--- config.mk ---
export PLATFORM = sky130hd
export DESIGN_NAME = prd_com_filter_flat
export DESIGN_NICKNAME = d
export VERILOG_FILES = /design/src/rtl/prd_com_filter_pkg.sv /design/src/rtl/prd_com_filter_if.sv /design/src/rtl/prd_com_chan.sv /design/src/rtl/prd_com_filter.sv /design/src/flat_wrapper.sv
export SDC_FILE = /design/constraint.sdc
export NUM_CORES = 1
export LEC_CHECK = 0
export ABC_AREA = 0
export CELL_PAD_IN_SITES_DETAIL_PLACEMENT = 1
export CELL_PAD_IN_SITES_GLOBAL_PLACEMENT = 1
export CORE_MARGIN = 2
export CORE_UTILIZATION = 52
export CTS_CLUSTER_DIAMETER = 40
export DETAILED_ROUTE_END_ITERATION = 7
export GPL_ROUTABILITY_DRIVEN = 0
export PLACE_DENSITY_LB_ADDON = 0.1
export SYNTH_ARGS = -nofsm -noshare
export SYNTH_HDL_FRONTEND = slang
export SYNTH_SLANG_ARGS = --single-unit
--- constraint.sdc ---
create_clock -name clk -period 23 [get_ports clk]
set_input_delay 4.6 -clock clk [delete_from_list [all_inputs] [get_ports clk]]
set_output_delay 4.6 -clock clk [all_outputs]
set_load 0.02 [all_outputs]
--- src/rtl/prd_com_filter_pkg.sv ---
// Shared constants and payload types for the PRD command-line qualifier.
package prd_com_filter_pkg;

  localparam int unsigned CLOCK_IN     = 2_000_000;
  localparam int unsigned NCH          = 16;
  localparam int unsigned TICK_DIV_DEF = 200;
  localparam int unsigned FILT_ON_DEF  = 8;
  localparam int unsigned FILT_OFF_DEF = 8;
  localparam int unsigned CHAT_WIN_DEF = 1000;
  localparam int unsigned CHAT_MAX_DEF = 4;

  // Integrator and transition-counter widths
  localparam int unsigned CNT_W = 4;
  localparam int unsigned TC_W  = 3;

  // Per-channel result handed back to the top
  typedef struct packed {
    logic com;
    logic tog;
    logic chatter;
  } chan_out_t;

endpackage

--- src/rtl/prd_com_filter_if.sv ---
// Command-line bus between the raw optocoupler side and the filtered outputs.
interface prd_com_filter_if #(
  parameter int unsigned NCH = 16
);
  logic [NCH-1:0] iComRaw;
  logic           iChatClr;
  logic [NCH-1:0] oCom;
  logic           oChange;
  logic [NCH-1:0] oChatter;
  logic           oTick;

  modport master (output iComRaw, iChatClr, input oCom, oChange, oChatter, oTick);
  modport slave  (input iComRaw, iChatClr, output oCom, oChange, oChatter, oTick);
endinterface

--- src/rtl/prd_com_chan.sv ---
// One command channel: tick integrator, output bit, transition counter, chatter flag.
module prd_com_chan
  import prd_com_filter_pkg::*;
#(
  parameter int unsigned FILT_ON  = FILT_ON_DEF,
  parameter int unsigned FILT_OFF = FILT_OFF_DEF,
  parameter int unsigned CHAT_MAX = CHAT_MAX_DEF
) (
  input  logic      clk,
  input  logic      aclr,
  input  logic      i_tick,
  input  logic      i_wrap,
  input  logic      i_s,
  input  logic      i_clr,
  output chan_out_t o_out
);

  logic [CNT_W-1:0] r_cnt;
  logic [TC_W-1:0]  r_tc;
  logic             r_com;
  logic             r_tog;
  logic             r_chat;

  logic [CNT_W-1:0] w_thr_m1;
  logic             w_tog;
  logic [TC_W-1:0]  w_tc_nxt;
  logic             w_set;

  // Threshold follows the level being moved towards; toggle when the run completes
  always_comb begin
    w_thr_m1 = i_s ? CNT_W'(FILT_ON - 1) : CNT_W'(FILT_OFF - 1);
    w_tog    = i_tick & (i_s != r_com) & (r_cnt == w_thr_m1);
  end

  // Transition count restarts on the window wrap; a toggle on that tick opens the new window
  always_comb begin
    w_tc_nxt = r_tc;
    if (i_wrap) begin
      w_tc_nxt = w_tog ? TC_W'(1) : TC_W'(0);
    end else if (w_tog && (r_tc != {TC_W{1'b1}})) begin
      w_tc_nxt = r_tc + TC_W'(1);
    end
    w_set = w_tog & (w_tc_nxt == TC_W'(CHAT_MAX));
  end

  // Integrator, output bit, toggle strobe, transition counter and sticky flag
  always_ff @(posedge clk or posedge aclr) begin
    if (aclr) begin
      r_cnt  <= '0;
      r_com  <= 1'b0;
      r_tog  <= 1'b0;
      r_tc   <= '0;
      r_chat <= 1'b0;
    end else begin
      if (i_tick) begin
        if ((i_s == r_com) || w_tog) r_cnt <= '0;
        else                         r_cnt <= r_cnt + CNT_W'(1);
      end
      r_com  <= r_com ^ w_tog;
      r_tog  <= w_tog;
      r_tc   <= w_tc_nxt;
      r_chat <= w_set | (r_chat & ~i_clr);
    end
  end

  // Pack registered results
  always_comb begin
    o_out         = '0;
    o_out.com     = r_com;
    o_out.tog     = r_tog;
    o_out.chatter = r_chat;
  end

endmodule

--- src/rtl/prd_com_filter.sv ---
// PRD command input qualifier: synchroniser, sample prescaler, chatter window and change strobe.
module prd_com_filter
  import prd_com_filter_pkg::*;
#(
  parameter int unsigned TICK_DIV = TICK_DIV_DEF,
  parameter int unsigned FILT_ON  = FILT_ON_DEF,
  parameter int unsigned FILT_OFF = FILT_OFF_DEF,
  parameter int unsigned CHAT_WIN = CHAT_WIN_DEF,
  parameter int unsigned CHAT_MAX = CHAT_MAX_DEF
) (
  input  logic           clk,
  input  logic           aclr,
  prd_com_filter_if.slave bus
);

  localparam int unsigned PRE_W = $clog2(TICK_DIV);
  localparam int unsigned WIN_W = $clog2(CHAT_WIN);

  logic [NCH-1:0]   r_sync1;
  logic [NCH-1:0]   r_sync2;
  logic [PRE_W-1:0] r_pre;
  logic             r_tick;
  logic [WIN_W-1:0] r_win;
  logic             r_chg;

  logic             w_wrap;
  chan_out_t        w_chan [NCH];
  logic [NCH-1:0]   w_com;
  logic [NCH-1:0]   w_tog;
  logic [NCH-1:0]   w_chat;

  // Two-stage synchroniser; raw lines are active-low so invert on entry
  always_ff @(posedge clk or posedge aclr) begin
    if (aclr) begin
      r_sync1 <= '0;
      r_sync2 <= '0;
    end else begin
      r_sync1 <= ~bus.iComRaw;
      r_sync2 <= r_sync1;
    end
  end

  // Prescaler; the tick strobe is registered so it is high while the count sits at its last value
  always_ff @(posedge clk or posedge aclr) begin
    if (aclr) begin
      r_pre  <= '0;
      r_tick <= 1'b0;
    end else begin
      r_pre  <= (r_pre == PRE_W'(TICK_DIV - 1)) ? '0 : r_pre + PRE_W'(1);
      r_tick <= (r_pre == PRE_W'(TICK_DIV - 2));
    end
  end

  assign w_wrap = r_tick & (r_win == WIN_W'(CHAT_WIN - 1));

  // Chatter window counter, advanced once per tick
  always_ff @(posedge clk or posedge aclr) begin
    if (aclr) begin
      r_win <= '0;
    end else if (r_tick) begin
      r_win <= w_wrap ? '0 : r_win + WIN_W'(1);
    end
  end

  for (genvar g = 0; g < NCH; g++) begin : g_chan
    prd_com_chan #(
      .FILT_ON  (FILT_ON),
      .FILT_OFF (FILT_OFF),
      .CHAT_MAX (CHAT_MAX)
    ) u_chan (
      .clk    (clk),
      .aclr   (aclr),
      .i_tick (r_tick),
      .i_wrap (w_wrap),
      .i_s    (r_sync2[g]),
      .i_clr  (bus.iChatClr),
      .o_out  (w_chan[g])
    );
  end

  // Unpack channel results into bit vectors
  always_comb begin
    w_com  = '0;
    w_tog  = '0;
    w_chat = '0;
    for (int i = 0; i < NCH; i++) begin
      w_com[i]  = w_chan[i].com;
      w_tog[i]  = w_chan[i].tog;
      w_chat[i] = w_chan[i].chatter;
    end
  end

  // Change strobe lands one clk after the output bits move
  always_ff @(posedge clk or posedge aclr) begin
    if (aclr) r_chg <= 1'b0;
    else      r_chg <= |w_tog;
  end

  assign bus.oCom     = w_com;
  assign bus.oChatter = w_chat;
  assign bus.oChange  = r_chg;
  assign bus.oTick    = r_tick;

endmodule

--- src/flat_wrapper.sv ---
// flat-port wrapper written by rule: the top's interface ports become plain ports
module prd_com_filter_flat import prd_com_filter_pkg::*;
#(
  parameter int unsigned TICK_DIV = TICK_DIV_DEF,
  parameter int unsigned FILT_ON  = FILT_ON_DEF,
  parameter int unsigned FILT_OFF = FILT_OFF_DEF,
  parameter int unsigned CHAT_WIN = CHAT_WIN_DEF,
  parameter int unsigned CHAT_MAX = CHAT_MAX_DEF
)
  (clk, aclr, bus_iComRaw, bus_iChatClr, bus_oCom, bus_oChange, bus_oChatter, bus_oTick);
  prd_com_filter_if #(.NCH(NCH)) bus_i ();
  input  logic clk;
  input  logic aclr;
  input wire logic [$bits(bus_i.iComRaw)-1:0] bus_iComRaw;
  input wire logic [$bits(bus_i.iChatClr)-1:0] bus_iChatClr;
  output wire logic [$bits(bus_i.oCom)-1:0] bus_oCom;
  output wire logic [$bits(bus_i.oChange)-1:0] bus_oChange;
  output wire logic [$bits(bus_i.oChatter)-1:0] bus_oChatter;
  output wire logic [$bits(bus_i.oTick)-1:0] bus_oTick;
  assign bus_i.iComRaw = bus_iComRaw;
  assign bus_i.iChatClr = bus_iChatClr;
  assign bus_oCom = bus_i.oCom;
  assign bus_oChange = bus_i.oChange;
  assign bus_oChatter = bus_i.oChatter;
  assign bus_oTick = bus_i.oTick;
  prd_com_filter #(.TICK_DIV(TICK_DIV), .FILT_ON(FILT_ON), .FILT_OFF(FILT_OFF), .CHAT_WIN(CHAT_WIN), .CHAT_MAX(CHAT_MAX)) u_core (.clk(clk), .aclr(aclr), .bus(bus_i));
endmodule
==> flow_metrics.env <==
export IMPL_status="finished clean"
export IMPL_portBuffers=52
export IMPL_reg2reg_from="u_core.bus.oTick$_DFF_PP0_"
export IMPL_hold_viol=0
export IMPL_path_delay_family="flip-flops"
export IMPL_die_w_um=145
export IMPL_drv_slew=0
export IMPL_holdPathStages=0
export IMPL_synth_seq_cells=212
export IMPL_finClkSkew_ns=0.0227
export IMPL_hold_class="reg -> reg"
export IMPL_cts_htree_levels=2
export IMPL_wl_per_cell_um=18.9
export IMPL_crit_path_top_delay_cell="dfrtp_4"
export IMPL_io_pins=53
export IMPL_cts_resized=0
export IMPL_dr_pass1_iters=4
export IMPL_layout_area_overhead_vs_synth_pct=17.2
export IMPL_ys_flop_type="dfrtp_1"
export IMPL_grt_max_degree=136
export IMPL_final_cells=1280
export IMPL_crit_buf_inv=1
export IMPL_cp_data_required_time_ns=18.40
export IMPL_critical_path_cell_chain="clkdlybuf4s50_1"
export IMPL_r2r_cells=5
export IMPL_hold_end="u_core.r_sync2[7]$_DFF_PP0_"
export IMPL_maxCapViolCount=0
export IMPL_p_leak_nw=5.67
export IMPL_dieArea_sq_um=21000
export IMPL_slowest_delay_ns=0.82
export IMPL_worstPathArrival_ns=2.05
export IMPL_ys_async_sr_fraction_pct=100
export IMPL_fmax_ghz=0.150
export IMPL_synth_edf_count=0
export IMPL_coreArea_sq_um=19500
export IMPL_drt_iter0_drc=354
export IMPL_ys_seq_area_share_pct=51.4
export IMPL_nets=1058
export IMPL_drt_wl_total_mm=24.2
export IMPL_grtUsageTotal_pct=23.8
export IMPL_vias=7417
export IMPL_irDropWorstVdd_uv=62.1
export IMPL_postCtsHoldBufs=0
export IMPL_drive_gt1_share_pct=11.7
export IMPL_die_h_um=145
export IMPL_placed_cells=1215
export IMPL_numCtsBuffers=36
export IMPL_worstSkewPairLatency_ns=0.51
export IMPL_relSlewSlack_pct=35.4
export IMPL_path_max_fanout=60
export IMPL_netlist_area_sq_um=10300
export IMPL_clock_path_buffers=3
export IMPL_nFillCells=2032
export IMPL_overflow=0
export IMPL_end_kind="primary output"
export IMPL_finalSetupTns_ns=0
export IMPL_syn_area_per_cell_sq_um=10.8
export IMPL_antenna_found_initial=0
export IMPL_fin_area_sq_um=12100
export IMPL_place_ws_ns=15.98
export IMPL_setup_viol=0
export IMPL_root_buffer="clkbuf_16"
export IMPL_worst_setup_path_type="reg -> out"
export IMPL_grt_pass1_wl_mm=39.7
export IMPL_cts_sinks=212
export IMPL_synthCells=954
export IMPL_cts_clk_slew_worst_paths_ns=0.05
export IMPL_ant_nets=0
export IMPL_rsz0062_at_grt="false"
export IMPL_rows=51
export IMPL_r2r_end="u_core.g_chan[5].u_chan.r_chat$_DFF_PP0_"
export IMPL_critPathLaunchType="flop"
export IMPL_grt_pass1_vias=8031
export IMPL_cts_tree="yes"
export IMPL_dpl_cell_area_sq_um=10800
export IMPL_path_depth=1
export IMPL_worstMarginPinSlew_ns=0.968
export IMPL_avgViaCountPerCell=5.79
export IMPL_yosys_warnings=0
export IMPL_drc_errors=0
export IMPL_postCtsSetupBuffers=0
export IMPL_min_from="u_core.r_sync1[7]$_DFF_PP0_"
export IMPL_total_power_mw=0.948
export IMPL_min_period_ns=6.65
export IMPL_initial_core_util_pct=53.0
export IMPL_power_per_cell_area_nw_per_um2=78.4
export IMPL_layout_setup_ws_ns=16.35
export IMPL_num_antenna_cells=0
export IMPL_syn_nets=1024
export IMPL_ff2ff_setup_slack_ns=20.00
export IMPL_hpwlAfterDp_mm=15.9
export IMPL_yosysUniqueCellTypes=40
export IMPL_min_period_over_period_pct=28.9
## cell families (layout without fill, tap and decap cells)
group           Yosys count  in the layout  synth area share, %
simple gates            311            311                 15.4
flops                   212            212                 51.4
compound gates          174            174                 11.6
buf+inv                 100            161                 5.25
mux                      64             64                 6.59
fa+ha+maj                51             51                 6.18
xor+xnor                 42             42                 3.56
## state kept, by name, indices dropped and copies added (netlist names)
name,cells
u_core.g_chan.u_chan.r_tc,48
u_core.r_sync1,16
u_core.g_chan.u_chan.r_tog,16
u_core.g_chan.u_chan.r_chat,16
u_core.g_chan.u_chan.r_com,16
u_core.bus.oTick,1
u_core.bus.oChange,1
u_core.g_chan.u_chan.r_cnt,64
u_core.r_pre,8
u_core.r_sync2,16
u_core.r_win,10
## metrics by stage
stage | utilization, % | hold WS, ns
floorplan | - | 0.331
global placement | 55.7 | 0.333
detailed placement | 55.7 | 0.341
CTS | 62.1 | 0.351
global route | 62.1 | 0.359
finish | 62.1 | 0.348
## cell type report
type / instances / area (sq um) / share of cell area, %
Tap cell: 265 / 332 / 2.74
Timing Repair Buffer: 57 / 558 / 4.62
Clock buffer: 44 / 1000 / 8.29
Multi-Input combinational cell: 642 / 4480 / 37.1
Inverter: 39 / 154 / 1.27
Clock inverter: 21 / 256 / 2.12
Sequential cell: 212 / 5310 / 43.9
## report_power, final
part	total (mW)	internal, mW	leakage (nW)	switching, mW
logic	0.0181	0.00505	2.19	0.0130
clock network	0.552	0.359	0.606	0.193
registers	0.378	0.376	2.87	0.00212
## worst max path at each step
stage,start,to,slack (ns)
2_1_floorplan,aclr,u_core.bus.oChange$_DFF_PP0_,12.61
3_3_place_gp,aclr,u_core.bus.oTick$_DFF_PP0_,16.06
5_1_grt,u_core.bus.oTick$_DFF_PP0_,bus_oTick,16.28
3_5_place_dp,aclr,u_core.bus.oTick$_DFF_PP0_,15.98
4_1_cts,u_core.bus.oTick$_DFF_PP0_,bus_oTick,16.32
6_report,u_core.bus.oTick$_DFF_PP0_,bus_oTick,16.35
## Yosys cell counts, types with 13 or more instances
master    number  share of area [%]
inv_1         39                1.4
o22ai_1       16               0.97
nand4b_1      32                2.7
o31ai_1       16                1.2
nand3b_1      16                1.2
nor2_1        70                2.5
and3_1        18                1.1
nor3_1        20               0.97
mux2_2        32                3.5
nand3_1       40                1.9
a41o_1        16                1.6
mux2i_1       32                3.1
dfrtp_1      212                 51
xnor2_1       22                1.9
o21ai_0       86                4.2
xor2_1        20                1.7
nor2b_1       16               0.97
clkbuf_1      13               0.47
ha_1          51                6.2
nand2_1       84                3.1
buf_4         32                2.3
## routing by layer
metal / share of wire (%) / up-vias / GRT usage, %
li1: - / 3465 / -
met5: 0 / - / 0
met3: 3.0 / 42 / 4.11
met4: 2.0 / 0 / 7.26
met1: 44 / 3806 / 29.9
met2: 51 / 104 / 42.1
## layout by cell type (no fill, tap or decap), types with 6 or more instances in the layout
master and instances:
dfrtp_1 211, nand3_1 40, mux2_2 32, clkbuf_16 37, a41o_1 16, nor2_1 70, o221a_1 11, nand3b_1 16
ha_1 51, inv_1 38, o21ai_0 86, o31ai_1 16, xor2_1 20, a21oi_1 6, nand2_1 84, mux2i_1 32
a21boi_2 11, o22ai_1 16, xnor2_1 22, nor2b_1 16, clkdlybuf4s50_1 52, and3_1 18, nor3_1 19, nand4b_1 32
No activity file was read; power rests on OpenSTA's default activity.
